$ cat src/rtl/id_ex_stage.sv
// Instruction decode and ID/EX pipeline register for the 5-stage MIPS core.
// The decoder, immediate extension and load-use interlock are combinational.
// The EX-side state is one register bank with a single load enable.
module id_ex_stage #(
  parameter int DATA_WIDTH    = 32,
  parameter bit ENABLE_HAZARD = 1'b1
) (
  input  logic                  clk,
  input  logic                  rst,
  input  logic                  id_valid,
  input  logic [31:0]           id_instr,
  input  logic [DATA_WIDTH-1:0] id_pc,
  output logic [4:0]            readAddress1,
  output logic [4:0]            readAddress2,
  input  logic [DATA_WIDTH-1:0] readData1,
  input  logic [DATA_WIDTH-1:0] readData2,
  input  logic                  flush,
  input  logic                  mem_stall,
  output logic                  stall_out,
  output logic                  ex_valid,
  output logic                  ex_regWrite,
  output logic                  ex_memRead,
  output logic                  ex_memWrite,
  output logic                  ex_aluSrc,
  output logic                  ex_branch,
  output logic [3:0]            ex_aluCtrl,
  output logic [DATA_WIDTH-1:0] ex_readData1,
  output logic [DATA_WIDTH-1:0] ex_readData2,
  output logic [DATA_WIDTH-1:0] ex_imm,
  output logic [DATA_WIDTH-1:0] ex_pc,
  output logic [4:0]            ex_rs,
  output logic [4:0]            ex_rt,
  output logic [4:0]            ex_dest,
  output logic                  ex_illegal
);

  logic [5:0] opcode, funct;
  logic [4:0] rs, rt, rd;
  logic [15:0] imm16;

  assign opcode = id_instr[31:26];
  assign rs     = id_instr[25:21];
  assign rt     = id_instr[20:16];
  assign rd     = id_instr[15:11];
  assign funct  = id_instr[5:0];
  assign imm16  = id_instr[15:0];

  assign readAddress1 = rs;
  assign readAddress2 = rt;

  logic       legal, d_reg_write, d_mem_read, d_mem_write, d_alu_src, d_branch;
  logic       reads_rt, zext;
  logic [3:0] d_alu_ctrl;
  logic [4:0] d_dest;

  // Opcode/funct decode; unsupported encodings leave legal low.
  always_comb begin
    legal       = 1'b0;
    d_reg_write = 1'b0;
    d_mem_read  = 1'b0;
    d_mem_write = 1'b0;
    d_alu_src   = 1'b0;
    d_branch    = 1'b0;
    reads_rt    = 1'b0;
    zext        = 1'b0;
    d_alu_ctrl  = 4'b0000;
    d_dest      = 5'd0;
    case (opcode)
      6'h00: begin
        legal       = 1'b1;
        d_reg_write = 1'b1;
        reads_rt    = 1'b1;
        d_dest      = rd;
        case (funct)
          6'h20, 6'h21: d_alu_ctrl = 4'b0010;
          6'h22, 6'h23: d_alu_ctrl = 4'b0110;
          6'h24:        d_alu_ctrl = 4'b0000;
          6'h25:        d_alu_ctrl = 4'b0001;
          6'h27:        d_alu_ctrl = 4'b1100;
          6'h2A:        d_alu_ctrl = 4'b0111;
          default:      legal      = 1'b0;
        endcase
      end
      6'h08, 6'h0A, 6'h0C, 6'h0D: begin
        legal       = 1'b1;
        d_reg_write = 1'b1;
        d_alu_src   = 1'b1;
        d_dest      = rt;
        case (opcode)
          6'h08:   d_alu_ctrl = 4'b0010;
          6'h0A:   d_alu_ctrl = 4'b0111;
          6'h0C:   begin d_alu_ctrl = 4'b0000; zext = 1'b1; end
          default: begin d_alu_ctrl = 4'b0001; zext = 1'b1; end
        endcase
      end
      6'h23: begin
        legal       = 1'b1;
        d_reg_write = 1'b1;
        d_mem_read  = 1'b1;
        d_alu_src   = 1'b1;
        d_alu_ctrl  = 4'b0010;
        d_dest      = rt;
      end
      6'h2B: begin
        legal       = 1'b1;
        d_mem_write = 1'b1;
        d_alu_src   = 1'b1;
        reads_rt    = 1'b1;
        d_alu_ctrl  = 4'b0010;
      end
      6'h04: begin
        legal      = 1'b1;
        d_branch   = 1'b1;
        reads_rt   = 1'b1;
        d_alu_ctrl = 4'b0110;
      end
      default: legal = 1'b0;
    endcase
  end

  logic [DATA_WIDTH-1:0] imm_ext;
  assign imm_ext = zext ? {{(DATA_WIDTH-16){1'b0}}, imm16}
                        : {{(DATA_WIDTH-16){imm16[15]}}, imm16};

  // Illegal encodings read no operands, so they can never trigger the interlock.
  logic uses_rs, uses_rt, load_use;
  assign uses_rs  = legal;
  assign uses_rt  = legal & reads_rt;
  assign load_use = ENABLE_HAZARD & id_valid & ex_valid & ex_memRead & (ex_dest != 5'd0) &
                    ((uses_rs & (rs == ex_dest)) | (uses_rt & (rt == ex_dest)));

  // Reset term keeps the freeze low even while mem_stall is asserted during reset.
  assign stall_out = !rst & !flush & (mem_stall | load_use);

  // Flush overrides the downstream hold; otherwise the hold freezes the bank.
  logic load_en, take, take_bad;
  assign load_en  = flush | !mem_stall;
  assign take     = !flush & !load_use & id_valid & legal;
  assign take_bad = !flush & !load_use & id_valid & !legal;

  // ID/EX register: decoded instruction, bubble, or illegal-flagged bubble.
  always_ff @(posedge clk or posedge rst) begin
    if (rst) begin
      ex_valid     <= 1'b0;
      ex_regWrite  <= 1'b0;
      ex_memRead   <= 1'b0;
      ex_memWrite  <= 1'b0;
      ex_aluSrc    <= 1'b0;
      ex_branch    <= 1'b0;
      ex_aluCtrl   <= 4'b0000;
      ex_readData1 <= '0;
      ex_readData2 <= '0;
      ex_imm       <= '0;
      ex_pc        <= '0;
      ex_rs        <= 5'd0;
      ex_rt        <= 5'd0;
      ex_dest      <= 5'd0;
      ex_illegal   <= 1'b0;
    end else if (load_en) begin
      ex_valid     <= take;
      ex_regWrite  <= take & d_reg_write & (d_dest != 5'd0);
      ex_memRead   <= take & d_mem_read;
      ex_memWrite  <= take & d_mem_write;
      ex_aluSrc    <= take & d_alu_src;
      ex_branch    <= take & d_branch;
      ex_aluCtrl   <= take ? d_alu_ctrl : 4'b0000;
      ex_readData1 <= take ? readData1 : '0;
      ex_readData2 <= take ? readData2 : '0;
      ex_imm       <= take ? imm_ext : '0;
      ex_pc        <= take ? id_pc : '0;
      ex_rs        <= take ? rs : 5'd0;
      ex_rt        <= take ? rt : 5'd0;
      ex_dest      <= take ? d_dest : 5'd0;
      ex_illegal   <= take_bad;
    end
  end

endmodule

$ cat config.mk
export PLATFORM = sky130hd
export DESIGN_NAME = id_ex_stage
export DESIGN_NICKNAME = d
export VERILOG_FILES = /design/src/rtl/id_ex_stage.sv
export SDC_FILE = /design/constraint.sdc
export NUM_CORES = 1
export LEC_CHECK = 0
export BUFFER_PORTS_ARGS = -buffer_cell sky130_fd_sc_hd__buf_4
export CORE_ASPECT_RATIO = 0.8
export CORE_MARGIN = 1.5
export CORE_UTILIZATION = 45
export DETAILED_ROUTE_END_ITERATION = 7
export PLACE_DENSITY_LB_ADDON = 0.25
export SLEW_MARGIN = 15
export SYNTH_ARGS = -nofsm -noshare
export SYNTH_HDL_FRONTEND = slang
export SYNTH_SLANG_ARGS = --single-unit
$ cat constraint.sdc
create_clock -name clk -period 7.6 [get_ports clk]
set_clock_uncertainty 0.1 [all_clocks]
set_input_delay 1.14 -clock clk [delete_from_list [all_inputs] [get_ports clk]]
set_output_delay 1.14 -clock clk [all_outputs]
set_load 0.02 [all_outputs]
======== Word level (Yosys, flattened, before mapping) ========
Cells that the tools add are included.
word-level totals
  word-level logic and storage cells ...... 96
  bits of input ports ..................... 133
  output and inout port bits .............. 165
  flip-flop bits (word level) ............. 154
operators by class
  reductions and logical operators ........ 19
  multiplexer cells ....................... 23
  bitwise logic cells ..................... 22
  equal/unequal tests ..................... 17
operators with widths
  cell                                           number
  two-way mux 32 bit                             5
  == test 6 bit, second input constant           10
  == test 6 x 4 -> 1 bit, second input constant  4
  case mux 4 bit (5 select lines)                1
  bitwise AND 1 bit                              19
  case mux 4 bit (4 select lines)                1
  two-way mux 5 bit                              3
  OR reduction 6 bit                             2
  == test 5 bit                                  2
  case mux 5 bit (2 select lines)                1
  nonzero test 5 bit                             2
  two-way mux 1 bit                              9
  case mux 3 bit (3 select lines)                1
  OR reduction 2 bit                             4
  OR reduction 8 bit                             1
  OR reduction 7 bit                             1
  == test 6 x 3 -> 1 bit, second input constant  1
  zero test 6 bit                                1
  zero test 1 bit                                5
  OR reduction 5 bit                             1
  two-way mux 4 bit                              1
  OR reduction 4 bit                             1
  OR 1 bit                                       3
  OR reduction 3 bit                             1
  case mux 1 bit (2 select lines)                1

======== Logic depth before layout (Yosys ltp) ========
Gate-level depths: netlist of run 1.
  depth in word-level cells ............... 14
  mapped depth ............................ 9
  depth with buffers taken out ............ 5

======== Worst setup path after synthesis of run 1 ========
No wires, ideal clock.
  path type ............................... input-to-output
  from .................................... input id_instr[0]
  to ...................................... output stall_out
  stages on the path ...................... 5
  path buffers ............................ 0
  data required time ...................... 6.360 ns
  arrival time ............................ 2.899 ns
  slack ................................... 3.461 ns
  cell sequence ........................... or3b_1 a211o_1 a31oi_2 a2bb2o_1 a211oi_1
between the ends
  cells in the longest elaborated chain, start to end .. 10
  elaborated cells between the ends (all ways) .. 18
  classes of those cells .................. 8 x eq/ne; 2 x mux; 7 x bitwise; 1 x reduce/logical
RTL lines
  what                               line  source
  start, declared                    11    input logic [31:0] id_instr,
  == test 6 bit                      74    case (funct)
  OR reduction 8 bit (no line) *     n/a
  two-way mux 1 bit *                74
  case mux 1 bit (2 select lines) *  68    case (opcode)
  bitwise AND 1 bit                  128   assign uses_rt = legal & reads_rt;
  bitwise AND 1 bit                  130   ((uses_rs & (rs == ex_dest)) | (uses_rt & (rt == ex_dest)));
  OR 1 bit *                         130
  bitwise AND 1 bit *                129   assign load_use = ENABLE_HAZARD & id_valid & ex_valid & ex_memRead & (ex_dest != 5'd0) &
  OR 1 bit *                         133   assign stall_out = !rst & !flush & (mem_stall | load_use);
  bitwise AND 1 bit *                133
  end, declared                      19    output logic stall_out,
Every way passes the cells marked *; elsewhere a longest branch is shown, timed or not.

======== Final worst setup path of run 1 ========
Ends and elaborated chain as after synthesis.

==> results of run 1 <==
## synth_stat cells, types with 2 or more instances
master | number | area share, %
dfrtp_1 | 139 | 62
or2_2 | 2 | 0.22
xnor2_1 | 4 | 0.62
a32o_1 | 4 | 0.71
clkbuf_1 | 19 | 1.3
nor3b_1 | 2 | 0.27
inv_1 | 5 | 0.33
nor2_1 | 9 | 0.60
xor2_1 | 6 | 0.93
nor2b_1 | 5 | 0.55
or4_1 | 2 | 0.27
nand3_1 | 2 | 0.18
buf_4 | 26 | 3.5
o21ai_0 | 14 | 1.2
buf_2 | 9 | 0.80
nor4_1 | 3 | 0.33
nand2b_1 | 2 | 0.22
nor3_1 | 3 | 0.27
a22o_1 | 123 | 19
a21oi_1 | 4 | 0.36
nand4b_1 | 2 | 0.31
nand2_1 | 23 | 1.5
a22oi_1 | 6 | 0.80
buf_6 | 4 | 0.80
o2111ai_1 | 2 | 0.31
## final cells by class
| type | instances | area [um2] | area share, % |
|---|---|---|---|
| timing repair buffer | 301 | 2270 | 27.2 |
| multi-input combinational | 234 | 1790 | 21.4 |
| inverter | 5 | 23.8 | 0.285 |
| sequential | 139 | 3480 | 41.7 |
| tap | 171 | 214 | 2.56 |
| clock buffer | 23 | 478 | 5.73 |
| clock inverter | 8 | 92.6 | 1.11 |
## metal layers
layer / share of wire, % / GRT usage, %
met1: 43 / 31.8
met2: 48 / 37.1
met3: 7.2 / 7.58
met4: 2.0 / 9.85
met5: 0 / 0
## state kept, by name, indices dropped and copies added, names as in the netlist
signal / cells
ex_regWrite: 1
ex_dest: 5
ex_illegal: 1
ex_rt: 5
ex_imm: 17
ex_branch: 1
ex_aluSrc: 1
ex_memRead: 1
ex_memWrite: 1
ex_readData1: 32
ex_readData2: 32
ex_pc: 32
ex_rs: 5
ex_valid: 1
ex_aluCtrl: 4
## kinds of logic after synthesis
logic type	count (synthesis)	share of synthesized area, %
simple gates	59	5.39
compound gates	165	24.4
flops	139	61.7
buf+inv	64	6.92
xor+xnor	10	1.55
## power groups by stage
stage          logic [mW]  clock network [mW]  registers, mW
6_report            0.141               0.802          0.750
5_1_grt             0.153               0.851          0.750
4_1_cts             0.142               0.813          0.750
3_5_place_dp        0.141                   0          0.763
3_3_place_gp        0.138                   0          0.762
2_1_floorplan      0.0520                   0          0.769
## stage by stage
step / util [%] / cells / cell area [um2] / power [mW]
after floorplan: - / 437 / 5640 / 0.822
after global placement: 63.5 / 849 / 7750 / 0.900
after detailed placement: 63.5 / 849 / 7750 / 0.904
after CTS: 68.2 / 880 / 8320 / 1.70
after global routing: 68.4 / 881 / 8340 / 1.75
final: 68.4 / 881 / 8340 / 1.69
## worst paths after layout
path | to | slack (ns) | cells past startpoint
max | stall_out | 3.32 | 7
min | ex_aluCtrl[2]$_DFFE_PP0P_ | 0.39 | 1
max reg2reg | ex_readData1[16]$_DFFE_PP0P_ | 4.30 | 6
min reg2reg | ex_aluCtrl[2]$_DFFE_PP0P_ | 0.39 | 1
max in group asynchronous | ex_illegal$_DFFE_PP0P_ | 5.33 | 3
min in group asynchronous | ex_readData2[10]$_DFFE_PP0P_ | 0.71 | 2
==> summary.md, run 1 <==
| Metric | Value |
|---|---|
| Post-CTS Setup Inserts | 0 |
| Syn avg cell area | between 10 and 15 um2 |
| First-pass GRT wire length | roughly 24 mm |
| GPL Wtd Cong | ~0.75 |
| Worst Setup End Kind | output pin |
| Post-synth EDFFs | 0 |
| Die Area | 0.0132 mm2 |
| Filler cells | 900 |
| Clk sinks | ~140 |
| Arr. time, crit path | slightly above 3 ns |
| DRT Wirelength | 16.3 mm |
| CTS Hold Bufs | 0 |
| CTS tree | yes |
| Core Region | around 0.012 mm2 |
| Post-route ant nets | 0 |
| Ys flop type | dfrtp_1 |
| Vias after detailed routing | approximately 4700 |
| Leakage | 4.42 nW |
| Die width | 128 um |
| Post-DP HPWL | 11.3 mm |
| Drt via density | 5.35 |
| Largest net degree at the start of global routing | 84 |
| Final hold slack | between 0.3 and 0.4 ns |
| Critical path origin | id_instr[0] |
| Min Tclk post-route | about 4.3 ns |
| Pins Over Slew Limit | 0 |
| Remaining Overflow, GRT | 0 |
| Antenna violations before repair | 0 |
| Final setup violation count | 0 |
| Drt initial violations | 218 |
| Nets | about 830 |
| FFs w/ async S/R, synth | between 90% and 100% |
| Worst setup slack after layout | between 3 and 4 ns |
| Most frequent cells in the layout | buf_4, dfrtp_1, a22o_1 |
| Seq pwr share | between 40 and 50% |
| # diodes | 0 |
| Most common cell after layout, fill and taps aside | buf_4 |
| Class of the most critical setup path | in -> out |
| Starting Density | a little under half |
| First-pass DRT Iterations | 4 |
| Rows | 36 |
| Synthesis Warnings | 0 |
| Switching Fraction | between 20% and 30% |
| Final period utilization | 56.4% |
| Status | complete, no violations |
| Flops & latches, synth | approximately 140 |
| Hold Fails Final Rpt | 0 |
| Area delta synth->final | 48.0% |
| CP top delay family | compound AO/OA/AOI/OAI gates |
| Critical Path, Cell by Cell | buf_4, or3b_1, a211o_1, a31oi_2, a2bb2o_1, a211oi_1, buf_4 |
| Worst Tran Pin Value | 1.01 ns |
| HP Start | ex_aluCtrl[2]$_DFFE_PP0P_ |
| Bufs and invs on worst path | 2 |
| Most used cell, CP | buf_4 |
| CTS Buffer Depth | 2 |
| Share of layout cells above drive strength 1 | 47.3% |
| Post-Route Setup TNS | 0 ns |
| CTS Buf Count | 17 |
| Root buf cell | clkbuf_16 |
| WL/cell | between 15 and 20 um |
| Mapped Nets | 570 |
| Slowest CP cell | or3b_1 |
| Slew margin rel. | 32.9% |
| Port bufs | 297 |
| CP max stage delay | roughly 0.37 ns |
| P per Cell Area | 203 mW/mm2 |
| Library cells used by synthesis | 42 |
| Worst setup SP type | input pin |
| Maximum vdd drop | around 0.15 mV |
| Residual DRC | 0 |
| Maxcap violations | 0 |
| Fmax | roughly 230 MHz |
| Register area share after synthesis | between 60% and 70% |
| Post-Syn Area | 0.00564 mm2 |
| Crit-path max FO | 7 |
| # IOs | 298 |
| Die Y-Extent | between 100 and 150 um |
| RSZ-0062 raised after global routing | false |
| Syn Inst Count | 437 |
| Pre-CTS WS | roughly 3.3 ns |
| Reg-to-reg startpoint | ex_dest[1]$_DFFE_PP0P_ |
| Req. time, crit path | roughly 6.4 ns |
| Vias in the first global route | about 4500 |
| Worst-path clk slew | ~0.060 ns |
| Int Power | roughly 1.3 mW |
| Clock power share | a little under half |
| Combinational share of power | just over 8% |
| # H-tree levels | 4 |
| Tot GR Track Use | 24.0% |
| Psw | around 380 uW |
| Hold WC Path Type | reg -> reg |
| Post-cts resize count | 0 |
| Clk Latency, worst-skew pair | around 0.41 ns |
Note: power is estimated with default switching activity, not from simulation.
==> inputs of run 2 (changes only) <==
==> constraint.sdc (replaced) <==
create_clock -name clk -period 4.08 [get_ports clk]
set_clock_uncertainty 0.1 [all_clocks]
set_input_delay 0.612 -clock clk [delete_from_list [all_inputs] [get_ports clk]]
set_output_delay 0.612 -clock clk [all_outputs]
set_load 0.02 [all_outputs]
==> summary.md, run 2 (synthesized netlist as in run 1, its figures left out) <==
| Metric | Value |
|---|---|
| Hold Fails Final Rpt | 0 |
| Arr. time, crit path | around 2.5 ns |
| Port bufs | 297 |
| Worst reg2reg path depth | 6 |
| Most frequent cells in the layout | buf_4, dfrtp_1, a22o_1 |
| Antenna violations before repair | 0 |
| Req. time, crit path | approximately 3.4 ns |
| Maxcap violations | 0 |
| Remaining Overflow, GRT | 0 |
| Reg-to-reg startpoint | ex_dest[1]$_DFFE_PP0P_ |
| Tot GR Track Use | around a quarter |
| Worst-path clk slew | roughly 0.06 ns |
| DRT Wirelength | 15.8 mm |
| Die width | 128 um |
| Die Area | 0.0132 mm2 |
| Fmax | 309 MHz |
| Area delta synth->final | 49.8% |
| Bufs and invs on worst path | 2 |
| Min Tclk post-route | ~3.2 ns |
| Nets | around 830 |
| Most common cell after layout, fill and taps aside | buf_4 |
| Final setup violation count | 0 |
| Clk sinks | 139 |
| R2R Setup Slk | ~1.3 ns |
| Most used cell, CP | buf_4 |
| Root buf cell | clkbuf_16 |
| Design area | approximately 0.0084 mm2 |
| WL/cell | around 18 um |
| Core Region | 0.0122 mm2 |
| CTS Hold Bufs | 0 |
| Clk Latency, worst-skew pair | a little over 0.4 ns |
| Drt initial violations | 260 |
| Starting Density | about 46% |
| First-pass GRT wire length | about 24 mm |
| Filler cells | ~890 |
| Post-Route Setup TNS | 0 ns |
| Die Y-Extent | 103 um |
| RSZ-0062 raised after global routing | false |
| CTS Buf Count | 17 |
| # diodes | 0 |
| Worst Setup End Kind | output pin |
| Largest net degree at the start of global routing | 110 |
| Post-route ant nets | 0 |
| CTS Buffer Depth | 2 |
| Class of the most critical setup path | in -> out |
| Vias in the first global route | 4357 |
| Vias after detailed routing | about 4700 |
| Worst r2r dst | ex_readData1[19]$_DFFE_PP0P_ |
| CP max stage delay | approximately 0.37 ns |
| # IOs | slightly below 300 |
| Worst Tran Pin Value | between 0.9 and 1 ns |
| Pre-CTS WS | 0.858 ns |
| Pins Over Slew Limit | 0 |
| Drt via density | between 5 and 6 |
| Slowest CP cell | or3b_1 |
| Post-DP HPWL | between 10 and 15 mm |
| Post-cts resize count | 0 |
| Crit-path max FO | 7 |
| P per Cell Area | 390 mW/mm2 |
| Share of layout cells above drive strength 1 | 47.8% |
| Residual DRC | 0 |
| Worst setup SP type | input pin |
| Status | complete, no violations |
| Rows | 36 |
| Post-DP Area | slightly below 0.008 mm2 |
| Final period utilization | roughly 79% |
| Reg area | 0.00348 mm2 |
| Hold WC Path Type | in -> async |
| Footprint of the multi-input gates | 0.00179 mm2 |
| CTS tree | yes |
| # H-tree levels | 4 |
| Critical Path, Cell by Cell | buf_4, or3b_1, a211o_1, a31oi_2, a2bb2o_1, a211oi_1, buf_4 |
| Maximum vdd drop | between 0.2 and 0.3 mV |
| Worst setup slack after layout | between 0.8 and 0.9 ns |
| Leakage | between 4 and 5 nW |
| Post-CTS Setup Inserts | 0 |
| Top flop regs | ex_pc: 32 flops, ex_readData1: 32 flops, ex_readData2: 32 flops |
| CP top delay family | compound AO/OA/AOI/OAI gates |
| Slew margin rel. | 34.7% |
| First-pass DRT Iterations | 4 |
| GPL Wtd Cong | a little under 0.8 |
-- run 2: changes by cell type in the layout (fill, tap and decap cells not counted) --
cell | previous run | this run
clkbuf_1 | 3 | 1
buf_12 | 1 | 3
clkinv_4 | 0 | 2
clkinvlp_4 | 1 | 2
bufinv_16 | 2 | 4
clkinv_2 | 5 | 2
-- run 2: power breakdown --
part	leakage, nW	switching [mW]	internal, mW
clock network	0.310	0.566	1.07
registers	1.94	0.00665	1.39
logic	2.21	0.139	0.127
-- run 2: layer usage --
metal  vias to the layer above  track usage [%]  share of wire (%)
met5                         -                0                  0
met2                       210             35.5                 47
met3                        16             7.94                7.5
li1                       2162                -                  -
met1                      2300             32.1                 43
met4                         0             9.16                1.7
-- run 2: cell type report --
| class | count | share of cell area [%] |
|---|---|---|
| multi-input cells | 234 | 21.1 |
| repair buffers | 303 | 27.4 |
| well taps | 171 | 2.53 |
| clock inverters | 10 | 1.94 |
| flip-flops and latches | 139 | 41.2 |
| clock buffers | 21 | 5.57 |
| inverters | 5 | 0.267 |
-- run 2: worst register-to-register path, stage by stage, from the launching register on --
cell and delay [ns]:
dfrtp_1 0.45, or4_1 0.55, o21ai_0 0.25, nand4b_1 0.21
o2111a_4 0.58, buf_4 0.36, a22o_1 0.18
-- run 2: how the worst max path moves through the flow --
stage	start	to	slack (ns)	depth (start not counted)
3_5_place_dp	id_instr[0]	stall_out	0.86	7
4_1_cts	id_instr[0]	stall_out	0.85	7
5_1_grt	ex_dest[2]$_DFFE_PP0P_	stall_out	0.79	6
3_3_place_gp	id_instr[0]	stall_out	0.85	7
2_1_floorplan	id_instr[0]	stall_out	1.0	5
6_report	id_instr[0]	stall_out	0.84	7
-- run 2: stage by stage --
stage                     util [%]  power, mW  instances  hold slack [ns]
after floorplan                  -       1.53        437            0.490
after global placement        64.0       1.68        852            0.366
after detailed placement      64.0       1.69        852            0.383
after CTS                     69.2       3.33        883            0.222
after global routing          69.2       3.42        883            0.253
final                         69.2       3.30        883            0.219
==> inputs of run 3 (changes only) <==
--- a/config.mk
+++ b/config.mk
@@ -8,7 +8,7 @@
 export BUFFER_PORTS_ARGS = -buffer_cell sky130_fd_sc_hd__buf_4
 export CORE_ASPECT_RATIO = 0.8
 export CORE_MARGIN = 1.5
-export CORE_UTILIZATION = 45
+export CORE_UTILIZATION = 41
 export DETAILED_ROUTE_END_ITERATION = 7
 export PLACE_DENSITY_LB_ADDON = 0.25
 export SLEW_MARGIN = 15
==> constraint.sdc (replaced) <==
create_clock -name clk -period 2.7 [get_ports clk]
set_clock_uncertainty 0.1 [all_clocks]
set_input_delay 0.405 -clock clk [delete_from_list [all_inputs] [get_ports clk]]
set_output_delay 0.405 -clock clk [all_outputs]
set_load 0.02 [all_outputs]
==> summary.md, run 3 (synthesized netlist as in run 1, its figures left out) <==
| Metric | Value |
|---|---|
| Most frequent cells in the layout | buf_4, dfrtp_1, a22o_1 |
| Largest net degree at the start of global routing | 106 |
| Arr. time, crit path | approximately 2.2 ns |
| Post-route ant nets | 0 |
| Failing checks | setup timing |
| Critical Path, Cell by Cell | xnor2_1, nand2_1, or4_4, a2bb2o_4, a211oi_2, buf_4 |
| GPL Wtd Cong | about 0.85 |
| Status | complete, but fails checks |
| Final period utilization | 102% |
| Slew margin rel. | 48.4% |
| # diodes | 0 |
| Crit-path max FO | 4 |
| Most common cell after layout, fill and taps aside | buf_4 |
| WL/cell | roughly 19 um |
| Hold Fails Final Rpt | 0 |
| Vias after detailed routing | ~4700 |
| CTS Buf Count | 17 |
| Slowest CP cell | or4_4 |
| Port bufs | ~300 |
| Final Util | roughly 64% |
| Antenna violations before repair | 0 |
| Post-DP HPWL | 12.1 mm |
| # H-tree levels | 4 |
| CTS Hold Bufs | 0 |
| Starting Density | about two fifths |
| Post-Route Setup TNS | -0.0424 ns |
| Final setup violation count | 1 |
| Worst setup SP type | flip-flop |
| # IOs | between 200 and 300 |
| RSZ-0062 raised after global routing | true |
| Final hold slack | 0.0435 ns |
| Residual DRC | 0 |
| Remaining Overflow, GRT | 0 |
| P per Cell Area | about 570 mW/mm2 |
| Worst Tran Pin Value | 0.772 ns |
| Drt via density | between 5 and 6 |
| Die Y-Extent | 108 um |
| First-pass GRT wire length | ~26 mm |
| Worst setup slack after layout | -0.0424 ns |
| Tot GR Track Use | 23.5% |
| Die width | 134 um |
| CP max stage delay | between 0.5 and 0.6 ns |
| Root buf cell | clkbuf_16 |
| Post-Layout Cell Count | 909 |
| Req. time, crit path | between 2 and 2.5 ns |
| Min Tclk post-route | 2.74 ns |
| Worst-path clk slew | 0.06 ns |
| Share of layout cells above drive strength 1 | around half |
| Core Region | about 0.014 mm2 |
| Clk sinks | 139 |
| CTS tree | yes |
| Maxcap violations | 0 |
| Nets | roughly 850 |
| Vias in the first global route | around 4800 |
| Placed Instances | approximately 870 |
| Area delta synth->final | 52.8% |
| Leakage | 4.53 nW |
| DRT Wirelength | 17.0 mm |
| Hold WC Path Type | in -> async |
| Pwr Total | a little under 5 mW |
| Clk Latency, worst-skew pair | approximately 0.42 ns |
| Rows | 38 |
| Fmax | roughly 360 MHz |
| Pins Over Slew Limit | 0 |
| Top flop regs | ex_pc: 32 flops, ex_readData1: 32 flops, ex_readData2: 32 flops |
| Class of the most critical setup path | reg -> out |
| First-pass DRT Iterations | 4 |
| Die Area | 0.0145 mm2 |
| CTS Buffer Depth | 2 |
| Worst Setup End Kind | output pin |
| Drt initial violations | approximately 280 |
| Maximum vdd drop | roughly 0.41 mV |
[run 3: repair_timing]
action / 4_1_cts / 5_1_grt
buffers inserted: 5 / 0
pin swaps: 7 / 0
gates resized for setup: 7 / 0
setup endpoints to repair: 1 / 1
[run 3: through the flow]
| stage | setup WS (ns) | area (um2) |
|---|---|---|
| floorplan | 0.0312 | 5640 |
| global placement | -0.0208 | 7940 |
| detailed placement | -0.00560 | 7940 |
| CTS | -0.0426 | 8620 |
| global route | -0.136 | 8620 |
| finish | -0.0424 | 8620 |
[run 3: worst max-delay path: cells and delay by family (launching register included)]
kind,cells,cell delay [ns]
compound gates,2,0.42
xor+xnor,1,0.17
buf+inv,1,0.18
flops,1,0.42
simple gates,2,0.64
[run 3: worst paths after layout]
check / slack, ns / start / endpoint / depth (start not counted)
max in group asynchronous: 1.70 / rst / ex_readData1[12]$_DFFE_PP0P_ / 3
min: 0.04 / rst / ex_readData1[31]$_DFFE_PP0P_ / 2
min in group clk: 0.10 / readData2[2] / ex_readData2[2]$_DFFE_PP0P_ / 2
max: -0.04 / ex_dest[3]$_DFFE_PP0P_ / stall_out / 6
max reg2reg: 0.15 / ex_dest[1]$_DFFE_PP0P_ / ex_dest[2]$_DFFE_PP0P_ / 7
min reg2reg: 0.39 / ex_regWrite$_DFFE_PP0P_ / ex_regWrite$_DFFE_PP0P_ / 2
[run 3: metal layers]
metal  vias up  global-route usage [%]  wire length, um
li1       2183                       -                -
met1      2341                    30.2             7180
met2       209                    38.3             8310
met3        14                    7.67             1300
met4         0                    6.84              182
met5         -                       0                0
[run 3: area by class of cell]
class / instances / area (um2)
clock buffer: 23 / 498
clock inverter: 9 / 110
fill: 1064 / 4890
inverter: 5 / 22.5
multi-input combinational: 234 / 1810
sequential: 139 / 3480
tap: 180 / 225
timing repair buffer: 319 / 2470
[run 3: report_power, final]
group / switching (mW) / internal [mW] / total (mW)
clock: 0.878 / 1.48 / 2.36
sequential: 0.0101 / 2.10 / 2.11
combinational: 0.216 / 0.201 / 0.417
